<file path="config.mk">
export PLATFORM = sky130hd
export DESIGN_NAME = vga_timing_gen_flat
export DESIGN_NICKNAME = d
export VERILOG_FILES = /design/src/rtl/vga_timing_gen_if.sv /design/src/rtl/vga_timing_gen.sv /design/src/flat_wrapper.sv
export SDC_FILE = /design/constraint.sdc
export NUM_CORES = 1
export LEC_CHECK = 0
export ABC_AREA = 1
export BUFFER_PORTS_ARGS = -buffer_cell sky130_fd_sc_hd__clkbuf_2
export CORE_MARGIN = 1.5
export CORE_UTILIZATION = 25
export CTS_BUF_LIST = sky130_fd_sc_hd__clkbuf_8
export DETAILED_ROUTE_END_ITERATION = 12
export PLACE_DENSITY = 0.52
export REMOVE_ABC_BUFFERS = 1
export SYNTH_ARGS = -nofsm -noshare
export SYNTH_HDL_FRONTEND = slang
export SYNTH_SLANG_ARGS = --single-unit
export TNS_END_PERCENT = 10
</file>
<file path="constraint.sdc">
create_clock -name clk -period 2.34 [get_ports clk]
set_clock_uncertainty 0.05 [all_clocks]
set_input_delay 0.234 -clock clk [delete_from_list [all_inputs] [get_ports clk]]
set_output_delay 0.234 -clock clk [all_outputs]
set_load 0.02 [all_outputs]
</file>
<file path="src/rtl/vga_timing_gen_if.sv">
// Raster timing bundle between the timing generator and the video pipeline that consumes it.
// The generator sits on the master side. It owns every timing output and takes pix_ce/resync from the slave.
interface vga_timing_gen_if #(
   parameter int COUNT_W = 10,
   parameter int LINE_W  = 11,
   parameter int FRAME_W = 11
);
   // pix_ce is a one-clock advance qualifier with no back-pressure. The generator consumes
   // every cycle in which it is high. resync has the same single-cycle meaning.
   logic               pix_ce;
   logic               resync;
   logic [COUNT_W-1:0] hCount;
   logic [COUNT_W-1:0] vCount;
   logic               visible;
   logic               hFront;
   logic               hSync;
   logic               hBack;
   logic               vFront;
   logic               vSync;
   logic               vBack;
   logic               hsync_pin;
   logic               vsync_pin;
   logic               line_start;
   logic               frame_start;
   logic [LINE_W-1:0]  lines;
   logic [FRAME_W-1:0] frames;

   modport master (
      input  pix_ce, resync,
      output hCount, vCount, visible, hFront, hSync, hBack, vFront, vSync, vBack,
             hsync_pin, vsync_pin, line_start, frame_start, lines, frames
   );

   modport slave (
      output pix_ce, resync,
      input  hCount, vCount, visible, hFront, hSync, hBack, vFront, vSync, vBack,
             hsync_pin, vsync_pin, line_start, frame_start, lines, frames
   );
endinterface

</file>
<file path="src/rtl/vga_timing_gen.sv">
// Parametrised raster timing generator. It steps one pixel per pix_ce and registers every output.
// Flags are decoded from the next counter value, so they line up with the counters shown in the same cycle.
module vga_timing_gen #(
   parameter int H_VISIBLE = 640,
   parameter int H_FRONT   = 16,
   parameter int H_SYNC    = 96,
   parameter int H_BACK    = 48,
   parameter int V_VISIBLE = 480,
   parameter int V_FRONT   = 10,
   parameter int V_SYNC    = 2,
   parameter int V_BACK    = 33,
   parameter bit HSYNC_POL = 1'b0,
   parameter bit VSYNC_POL = 1'b0,
   parameter int COUNT_W   = 10,
   parameter int LINE_W    = 11,
   parameter int FRAME_W   = 11
) (
   input  logic             clk,
   input  logic             reset,
   vga_timing_gen_if.master tim
);

   localparam int H_TOTAL = H_VISIBLE + H_FRONT + H_SYNC + H_BACK;
   localparam int V_TOTAL = V_VISIBLE + V_FRONT + V_SYNC + V_BACK;
   localparam logic [COUNT_W-1:0] H_LAST = COUNT_W'(H_TOTAL - 1);
   localparam logic [COUNT_W-1:0] V_LAST = COUNT_W'(V_TOTAL - 1);

   // Returns {front, sync, back}. The comparisons are done in int so that a phase ending at the
   // total cannot overflow COUNT_W. A zero-length phase gives an empty range and never asserts.
   function automatic logic [2:0] phaseOf(input int pos, input int vis, input int front,
                                          input int sync, input int back);
      logic [2:0] f;
      f[2] = (pos >= vis) && (pos < vis + front);
      f[1] = (pos >= vis + front) && (pos < vis + front + sync);
      f[0] = (pos >= vis + front + sync) && (pos < vis + front + sync + back);
      return f;
   endfunction

   logic [COUNT_W-1:0] hCountQ, vCountQ, hNext, vNext;
   logic [LINE_W-1:0]  linesQ, linesNext;
   logic [FRAME_W-1:0] framesQ, framesNext;
   logic               lineStartNext, frameStartNext;
   logic               visibleQ;
   logic [2:0]         hPhaseQ, vPhaseQ, hPhaseNext, vPhaseNext;
   logic               hsyncPinQ, vsyncPinQ, lineStartQ, frameStartQ;

   always_comb begin
      hNext          = hCountQ;
      vNext          = vCountQ;
      linesNext      = linesQ;
      framesNext     = framesQ;
      lineStartNext  = 1'b0;
      frameStartNext = 1'b0;
      if (tim.resync) begin
         // Restart the raster but keep the line and frame statistics.
         hNext          = '0;
         vNext          = '0;
         lineStartNext  = 1'b1;
         frameStartNext = 1'b1;
      end else if (tim.pix_ce) begin
         if (hCountQ == H_LAST) begin
            hNext         = '0;
            linesNext     = linesQ + LINE_W'(1);
            lineStartNext = 1'b1;
            if (vCountQ == V_LAST) begin
               vNext          = '0;
               framesNext     = framesQ + FRAME_W'(1);
               frameStartNext = 1'b1;
            end else begin
               vNext = vCountQ + COUNT_W'(1);
            end
         end else begin
            hNext = hCountQ + COUNT_W'(1);
         end
      end
   end

   always_comb begin
      hPhaseNext = phaseOf(int'(hNext), H_VISIBLE, H_FRONT, H_SYNC, H_BACK);
      vPhaseNext = phaseOf(int'(vNext), V_VISIBLE, V_FRONT, V_SYNC, V_BACK);
   end

   always_ff @(posedge clk) begin
      if (reset) begin
         hCountQ     <= '0;
         vCountQ     <= '0;
         visibleQ    <= 1'b1;
         hPhaseQ     <= '0;
         vPhaseQ     <= '0;
         hsyncPinQ   <= ~HSYNC_POL;
         vsyncPinQ   <= ~VSYNC_POL;
         lineStartQ  <= 1'b0;
         frameStartQ <= 1'b0;
         linesQ      <= '0;
         framesQ     <= '0;
      end else begin
         hCountQ     <= hNext;
         vCountQ     <= vNext;
         visibleQ    <= (int'(hNext) < H_VISIBLE) && (int'(vNext) < V_VISIBLE);
         hPhaseQ     <= hPhaseNext;
         vPhaseQ     <= vPhaseNext;
         hsyncPinQ   <= hPhaseNext[1] ? HSYNC_POL : ~HSYNC_POL;
         vsyncPinQ   <= vPhaseNext[1] ? VSYNC_POL : ~VSYNC_POL;
         lineStartQ  <= lineStartNext;
         frameStartQ <= frameStartNext;
         linesQ      <= linesNext;
         framesQ     <= framesNext;
      end
   end

   assign tim.hCount      = hCountQ;
   assign tim.vCount      = vCountQ;
   assign tim.visible     = visibleQ;
   assign tim.hFront      = hPhaseQ[2];
   assign tim.hSync       = hPhaseQ[1];
   assign tim.hBack       = hPhaseQ[0];
   assign tim.vFront      = vPhaseQ[2];
   assign tim.vSync       = vPhaseQ[1];
   assign tim.vBack       = vPhaseQ[0];
   assign tim.hsync_pin   = hsyncPinQ;
   assign tim.vsync_pin   = vsyncPinQ;
   assign tim.line_start  = lineStartQ;
   assign tim.frame_start = frameStartQ;
   assign tim.lines       = linesQ;
   assign tim.frames      = framesQ;

endmodule

</file>
<file path="src/flat_wrapper.sv">
// flat-port wrapper written by rule: the top's interface ports become plain ports
module vga_timing_gen_flat 
#(
   parameter int H_VISIBLE = 640,
   parameter int H_FRONT   = 16,
   parameter int H_SYNC    = 96,
   parameter int H_BACK    = 48,
   parameter int V_VISIBLE = 480,
   parameter int V_FRONT   = 10,
   parameter int V_SYNC    = 2,
   parameter int V_BACK    = 33,
   parameter bit HSYNC_POL = 1'b0,
   parameter bit VSYNC_POL = 1'b0,
   parameter int COUNT_W   = 10,
   parameter int LINE_W    = 11,
   parameter int FRAME_W   = 11
)
  (clk, reset, tim_pix_ce, tim_resync, tim_hCount, tim_vCount, tim_visible, tim_hFront, tim_hSync, tim_hBack, tim_vFront, tim_vSync, tim_vBack, tim_hsync_pin, tim_vsync_pin, tim_line_start, tim_frame_start, tim_lines, tim_frames);
  vga_timing_gen_if #(.COUNT_W(COUNT_W), .LINE_W(LINE_W), .FRAME_W(FRAME_W)) tim_i ();
  input  logic clk;
  input  logic reset;
  input wire logic [$bits(tim_i.pix_ce)-1:0] tim_pix_ce;
  input wire logic [$bits(tim_i.resync)-1:0] tim_resync;
  output wire logic [$bits(tim_i.hCount)-1:0] tim_hCount;
  output wire logic [$bits(tim_i.vCount)-1:0] tim_vCount;
  output wire logic [$bits(tim_i.visible)-1:0] tim_visible;
  output wire logic [$bits(tim_i.hFront)-1:0] tim_hFront;
  output wire logic [$bits(tim_i.hSync)-1:0] tim_hSync;
  output wire logic [$bits(tim_i.hBack)-1:0] tim_hBack;
  output wire logic [$bits(tim_i.vFront)-1:0] tim_vFront;
  output wire logic [$bits(tim_i.vSync)-1:0] tim_vSync;
  output wire logic [$bits(tim_i.vBack)-1:0] tim_vBack;
  output wire logic [$bits(tim_i.hsync_pin)-1:0] tim_hsync_pin;
  output wire logic [$bits(tim_i.vsync_pin)-1:0] tim_vsync_pin;
  output wire logic [$bits(tim_i.line_start)-1:0] tim_line_start;
  output wire logic [$bits(tim_i.frame_start)-1:0] tim_frame_start;
  output wire logic [$bits(tim_i.lines)-1:0] tim_lines;
  output wire logic [$bits(tim_i.frames)-1:0] tim_frames;
  assign tim_i.pix_ce = tim_pix_ce;
  assign tim_i.resync = tim_resync;
  assign tim_hCount = tim_i.hCount;
  assign tim_vCount = tim_i.vCount;
  assign tim_visible = tim_i.visible;
  assign tim_hFront = tim_i.hFront;
  assign tim_hSync = tim_i.hSync;
  assign tim_hBack = tim_i.hBack;
  assign tim_vFront = tim_i.vFront;
  assign tim_vSync = tim_i.vSync;
  assign tim_vBack = tim_i.vBack;
  assign tim_hsync_pin = tim_i.hsync_pin;
  assign tim_vsync_pin = tim_i.vsync_pin;
  assign tim_line_start = tim_i.line_start;
  assign tim_frame_start = tim_i.frame_start;
  assign tim_lines = tim_i.lines;
  assign tim_frames = tim_i.frames;
  vga_timing_gen #(.H_VISIBLE(H_VISIBLE), .H_FRONT(H_FRONT), .H_SYNC(H_SYNC), .H_BACK(H_BACK), .V_VISIBLE(V_VISIBLE), .V_FRONT(V_FRONT), .V_SYNC(V_SYNC), .V_BACK(V_BACK), .HSYNC_POL(HSYNC_POL), .VSYNC_POL(VSYNC_POL), .COUNT_W(COUNT_W), .LINE_W(LINE_W), .FRAME_W(FRAME_W)) u_core (.clk(clk), .reset(reset), .tim(tim_i));
endmodule
</file>
=== After elaboration in Yosys (flattened, before gate mapping) ===
Cells that the tools add are included.

* Flip-flop bits (word level): 53
* Bits of input ports: 4
* Output and inout port bits: 53

* Add/subtract/negate cells: 4
* $lt $le $gt $ge: 14
* Equal/unequal tests: 2
* Multiplexer cells: 16
* Bitwise logic cells: 1
* Reduce and logical (&&, ||, !) cells: 9

{| class="wikitable"
|+ Operators with widths
! operator !! number
|-
| $mux 10 || 7
|-
| $lt 10x10->1 const B || 5
|-
| $ge 10x10->1 const B || 3
|-
| $ge 10x9->1 const B || 3
|-
| $lt 10x9->1 const B || 3
|-
| $add 11x1->11 const B || 2
|-
| $add 10x1->10 const B || 2
|-
| $eq 10x10->1 const B || 2
|-
| $mux 1 || 9
|-
| $logic_and 1x1->1 || 7
|-
| $reduce_and 4->1 || 1
|-
| $reduce_and 3->1 || 1
|-
| $not 1->1 || 1
|}

=== Depth between registers and ports, before layout ===
* Depth in word-level cells: 8
* Gate-level depth with buffers: 15

=== Worst setup path after synthesis ===
OpenSTA, ideal clock, no wires.

* Kind: register to register
* Start point: reg u_core.hCountQ[0], in the netlist u_core.tim.hCount[0]
* End point: reg u_core.framesQ[6], in the netlist u_core.tim.frames[6]
* Data arrival time: 1832 ps
* Required time: 2175 ps
* Setup slack: 343 ps
* Cell stages (with the launch flop): 12
* Path buffers: 0
* Period minus slack after synthesis: 1997 ps
* Cells stage by stage: dfxtp_1 ha_1 inv_1 nor2_4 nand4_4 nor2_4 nand2_2 nor2_2 nand3_2 nor2_2 a21oi_1 o21a_1

* Word-level cells in the longest chain between the ends: 2

{| class="wikitable"
|+ Ends and longest elaborated chain
! item !! RTL line !! RTL
|-
| start, declared || vga_timing_gen.sv:39 || <nowiki>logic [COUNT_W-1:0] hCountQ, vCountQ, hNext, vNext;</nowiki>
|-
| start signal, assigned || vga_timing_gen.sv:97 || <nowiki>hCountQ <= hNext;</nowiki>
|-
| $eq 10x10->1 || vga_timing_gen.sv:61 || <nowiki>if (hCountQ == H_LAST) begin</nowiki>
|-
| $reduce_and 4->1 (no source line) || n/a ||
|-
| end signal, assigned || vga_timing_gen.sv:107 || <nowiki>framesQ <= framesNext;</nowiki>
|-
| end, declared || vga_timing_gen.sv:41 || <nowiki>logic [FRAME_W-1:0] framesQ, framesNext;</nowiki>
|}

No other way between the ends.
A chain may end at the register's enable or synchronous reset.

=== Final worst setup path ===
* Start point: reg u_core.hCountQ[0], in the netlist u_core.tim.hCount[0]
* End point: reg u_core.framesQ[8], in the netlist u_core.tim.frames[8]

The elaborated chain is that of the path after synthesis.

==> metrics.txt <==
# TYPE chip_impl_metric gauge
chip_impl_info{name="result_of_the_run",value="complete, no violations"} 1
chip_impl_metric{name="post_synth_inst_count",unit=""} 434
chip_impl_metric{name="dp_worst_setup_slack",unit="ns"} 0.203
chip_impl_metric{name="crit_fanout",unit=""} 6
chip_impl_metric{name="worstPathBufferInverterCount",unit=""} 1
chip_impl_metric{name="die_width",unit="µm"} 110
chip_impl_metric{name="detail_route.vias_per_cell",unit=""} 4.57
chip_impl_metric{name="final.setup.worst_slack",unit="ns"} 0.199
chip_impl_metric{name="combPwrFrac",unit=""} 0.060
chip_impl_metric{name="grt_first_pass_wirelength",unit="µm"} 13000
chip_impl_metric{name="area_growth_syn_to_layout",unit="%"} 19.3
chip_impl_metric{name="grt_antenna_before_repair",unit=""} 0
chip_impl_metric{name="ys_ff_latch",unit=""} 53
chip_impl_metric{name="tightestPinTransition",unit="ns"} 0.786
chip_impl_metric{name="cts_max_path_buffers",unit=""} 2
chip_impl_metric{name="detail_route.wirelength",unit="µm"} 7730
chip_impl_metric{name="pwr-share-seq",unit=""} 0.593
chip_impl_info{name="family_with_the_most_delay_on_the_worst_path",value="simple AND/OR/NAND/NOR gates"} 1
chip_impl_metric{name="cp_data_arrival_time",unit="ns"} 2.31
chip_impl_info{name="worstSetupPathType",value="flop to flop"} 1
chip_impl_metric{name="max_cap_violations",unit=""} 0
chip_impl_metric{name="maxClockFrequency",unit="MHz"} 467
chip_impl_info{name="clock_tree.root_cell",value="clkbuf_8"} 1
chip_impl_metric{name="vias",unit=""} 2900
chip_impl_metric{name="finalWeightedCongestion",unit=""} 0.934
chip_impl_metric{name="vdd_drop_max",unit="mV"} 0.226
chip_impl_metric{name="design.core.area",unit="µm²"} 11000
chip_impl_metric{name="finalCoreUtilization",unit=""} 0.310
chip_impl_metric{name="worst_ep_required_time",unit="ns"} 2.51
chip_impl_metric{name="multiInputGateArea",unit="µm²"} 1530
chip_impl_metric{name="power.leakage",unit="nW"} 1.45
chip_impl_metric{name="grt_overflow",unit=""} 0
chip_impl_info{name="category_of_the_worst_setup_path_launch_point",value="flop"} 1
chip_impl_info{name="critical-path-slowest-cell",value="dfxtp_1"} 1
chip_impl_metric{name="layout_net_count",unit=""} 502
chip_impl_metric{name="residual_antenna_violating_net_count_after_detailed_routing",unit=""} 0
chip_impl_metric{name="ioPinCount",unit=""} 57
chip_impl_metric{name="place_hpwl",unit="µm"} 5950
chip_impl_metric{name="maxSlewViolCount",unit=""} 0
chip_impl_metric{name="min_period",unit="ns"} 2.14
chip_impl_metric{name="cts_buffers",unit=""} 5
chip_impl_metric{name="antenna_cells_inserted",unit=""} 0
chip_impl_metric{name="die-height",unit="µm"} 110
chip_impl_metric{name="total_net_switching_power",unit="µW"} 397
chip_impl_metric{name="globalRouteTotalUtil",unit=""} 0.137
chip_impl_metric{name="grt_start_max_net_pins",unit=""} 28
chip_impl_metric{name="n_fill_cell",unit=""} 1236
chip_impl_metric{name="clk_transition_reported_paths",unit="ns"} 0.10
chip_impl_metric{name="drt_drc_violations_left",unit=""} 0
chip_impl_metric{name="source_to_sink_clock_delay_at_the_later_pin_of_the_worst_skew_pair",unit="ns"} 0.32
chip_impl_info{name="cts_tree",value="done"} 1
chip_impl_metric{name="max_stage_delay",unit="ns"} 0.40
chip_impl_metric{name="syn_avg_cell_area",unit="µm²"} 6.57
chip_impl_metric{name="postPlaceCellArea",unit="µm²"} 3290
chip_impl_metric{name="routed_wire_length_per_instance",unit="µm"} 12.2
chip_impl_metric{name="number_of_global_route_vias_before_repair",unit=""} 2746
chip_impl_metric{name="detail_route.first_pass.iterations",unit=""} 4
chip_impl_metric{name="hold_buf_count_cts",unit=""} 0
chip_impl_metric{name="slew-limit-headroom",unit=""} 0.475
chip_impl_metric{name="register_area",unit="µm²"} 1060
chip_impl_metric{name="switching_part_of_the_total_power",unit=""} 0.258
chip_impl_metric{name="fraction_of_final_layout_cells_sized_beyond_drive_strength_1",unit=""} 0.200
chip_impl_metric{name="drt_iter0_drc",unit=""} 118
chip_impl_metric{name="yosysWarningCount",unit=""} 0
chip_impl_metric{name="synth.lib_cells_used.distinct",unit=""} 32
chip_impl_metric{name="power_per_cell_area",unit="nW/µm²"} 452
chip_impl_metric{name="report.final.hold_viol_count",unit=""} 0
chip_impl_info{name="cp-end-kind",value="flop"} 1
chip_impl_metric{name="placementRows",unit=""} 38
chip_impl_metric{name="clock_tree.htree_level_count",unit=""} 2
chip_impl_metric{name="final-setup-viol-count",unit=""} 0
chip_impl_metric{name="numPortBuffers",unit=""} 56
chip_impl_metric{name="clock-sinks",unit=""} 53
chip_impl_metric{name="final_design_area_no_fill",unit="µm²"} 3400
chip_impl_info{name="cp_cell_sequence",value="ha_1 > inv_1 > nor2_4 > nand4_4 > nor2_4 > nand2_2 > nor2_2 > nand3_2 > nor2_2 > nand3_1 > nand2_1 > nor2_1"} 1
chip_impl_info{name="grt_setup_unrepaired",value="yes"} 1
chip_impl_info{name="worstHoldPathType",value="primary input to flop"} 1
chip_impl_metric{name="die-area",unit="µm²"} 12100
chip_impl_metric{name="synth.cell_area",unit="µm²"} 2850
chip_impl_metric{name="finalCritPeriodShare",unit=""} 0.915
chip_impl_metric{name="synth.yosys.seq_area_share",unit=""} 0.372
chip_impl_metric{name="initial_core_util",unit=""} 0.260
chip_impl_metric{name="share_clk_of_total_power",unit=""} 0.346
chip_impl_metric{name="internal-power",unit="mW"} 1.14
## power groups by stage
stage          combinational [mW]  clock (mW)  sequential (mW)
6_report                   0.0929       0.533            0.912
5_1_grt                     0.104       0.594            0.914
4_1_cts                    0.0933       0.550            0.913
3_5_place_dp               0.0929           0            0.934
3_3_place_gp               0.0926           0            0.933
2_1_floorplan              0.0422           0            0.941
## synthesized netlist by cell type
| master | instances | share of area |
|---|---|---|
| nand2_1 | 94 | 0.12 |
| nor2_1 | 74 | 0.097 |
| dfxtp_1 | 53 | 0.37 |
| inv_1 | 52 | 0.068 |
| nand3_1 | 37 | 0.065 |
| a21oi_1 | 22 | 0.039 |
| nand4_1 | 14 | 0.031 |
| o21ai_0 | 13 | 0.023 |
| nor3_1 | 12 | 0.021 |
| o21ai_1 | 7 | 0.012 |
| inv_2 | 6 | 0.0079 |
| nor2_2 | 6 | 0.013 |
| clkbuf_1 | 5 | 0.0066 |
| ha_1 | 5 | 0.022 |
| nand2_2 | 5 | 0.011 |
| nor2_4 | 4 | 0.016 |
| buf_2 | 3 | 0.0053 |
| o21a_1 | 3 | 0.0079 |
| xor2_1 | 3 | 0.0092 |
| and3_1 | 2 | 0.0044 |
| clkinv_1 | 2 | 0.0026 |
| nor4_1 | 2 | 0.0044 |
| a21oi_4 | 1 | 0.0057 |
| buf_6 | 1 | 0.0040 |
| nand3_2 | 1 | 0.0035 |
| nand3b_1 | 1 | 0.0026 |
| nand4_4 | 1 | 0.0075 |
| nor3_2 | 1 | 0.0035 |
| nor3b_1 | 1 | 0.0026 |
| o21bai_1 | 1 | 0.0026 |
| or2_2 | 1 | 0.0022 |
| xnor2_1 | 1 | 0.0031 |
## state kept, by name, indices dropped and copies added (netlist names)
name	count
u_core.tim.line_start	1
u_core.tim.lines	11
u_core.tim.hCount	10
u_core.tim.hsync_pin	1
u_core.tim.vCount	10
u_core.tim.visible	1
u_core.tim.vsync_pin	1
u_core.tim.frame_start	1
u_core.hPhaseQ	3
u_core.vPhaseQ	3
u_core.tim.frames	11
## cells in the final DEF, fill, tap and decap left out
cell type	count
a21oi_1	22
a21oi_4	1
and3_1	2
buf_4	5
clkbuf_2	56
clkbuf_8	5
clkinv_1	2
clkinvlp_4	2
dfxtp_1	52
dfxtp_2	1
ha_1	4
ha_2	1
inv_1	53
inv_2	6
nand2_1	94
nand2_2	5
nand3_1	37
nand3_2	1
nand3b_1	1
nand4_1	14
nand4_4	1
nor2_1	72
nor2_2	8
nor2_4	4
nor3_1	11
nor3_2	2
nor3b_1	1
nor4_1	2
o21a_1	3
o21ai_0	13
o21ai_1	7
o21bai_1	1
or2_2	1
xnor2_1	1
xor2_1	3
## metrics by stage
stage | power [mW] | std cells | hold slack, ns | TNS [ns]
3_3_place_gp | 1.03 | 625 | 0.419 | 0
3_5_place_dp | 1.03 | 625 | 0.420 | 0
5_1_grt | 1.61 | 634 | 0.270 | -0.00463
2_1_floorplan | 0.983 | 425 | 0.253 | 0
6_report | 1.54 | 634 | 0.256 | 0
4_1_cts | 1.56 | 633 | 0.256 | 0
## tightest hold or removal path: cells and delay by family
| kind | cells | cell delay, ns |
|---|---|---|
| buf+inv | 1 | 0.17 |
| simple gates | 3 | 0.18 |
## worst paths after layout
| path | startpoint | end | slack (ns) | cells past startpoint |
|---|---|---|---|---|
| worst max-delay path | u_core.tim.hCount[0] | u_core.tim.frames[8] | 0.20 | 12 |
| worst min-delay path | tim_pix_ce | u_core.tim.hCount[0] | 0.26 | 4 |
| worst max register to register | u_core.tim.hCount[0] | u_core.tim.frames[8] | 0.20 | 12 |
| worst min register to register | u_core.tim.lines[10] | u_core.tim.lines[10] | 0.43 | 2 |
## timing repair
item                                   4_1_cts  5_1_grt
setup endpoints to repair                    0        2
resized for setup                            0        5
setup buffers                                0        1
endpoints found under the hold margin        0        0
## cell families (layout without fill, tap and decap cells)
| logic type | after synthesis | after routing | share of synthesized area |
|---|---|---|---|
| simple gates | 256 | 256 | 0.409 |
| buf+inv | 69 | 129 | 0.0948 |
| flops | 53 | 53 | 0.372 |
| compound gates | 47 | 47 | 0.0900 |
| fa+ha+maj | 5 | 5 | 0.0219 |
| xor+xnor | 4 | 4 | 0.0123 |
## per-layer routing
metal  global-route usage  wire, µm
met3               0.0267       436
met2                0.232      3620
met1                0.174      3550
met4               0.0436       119
met5                    0         0
## area by class of cell
class                      count  share of cell area
inverter                      60              0.0662
multi-input combinational    312               0.450
timing repair buffer          61              0.0935
sequential                    53               0.312
tap                          140              0.0515
clock inverter                 3             0.00552
clock buffer                   5              0.0202
No activity file was read; power rests on OpenSTA's default activity.
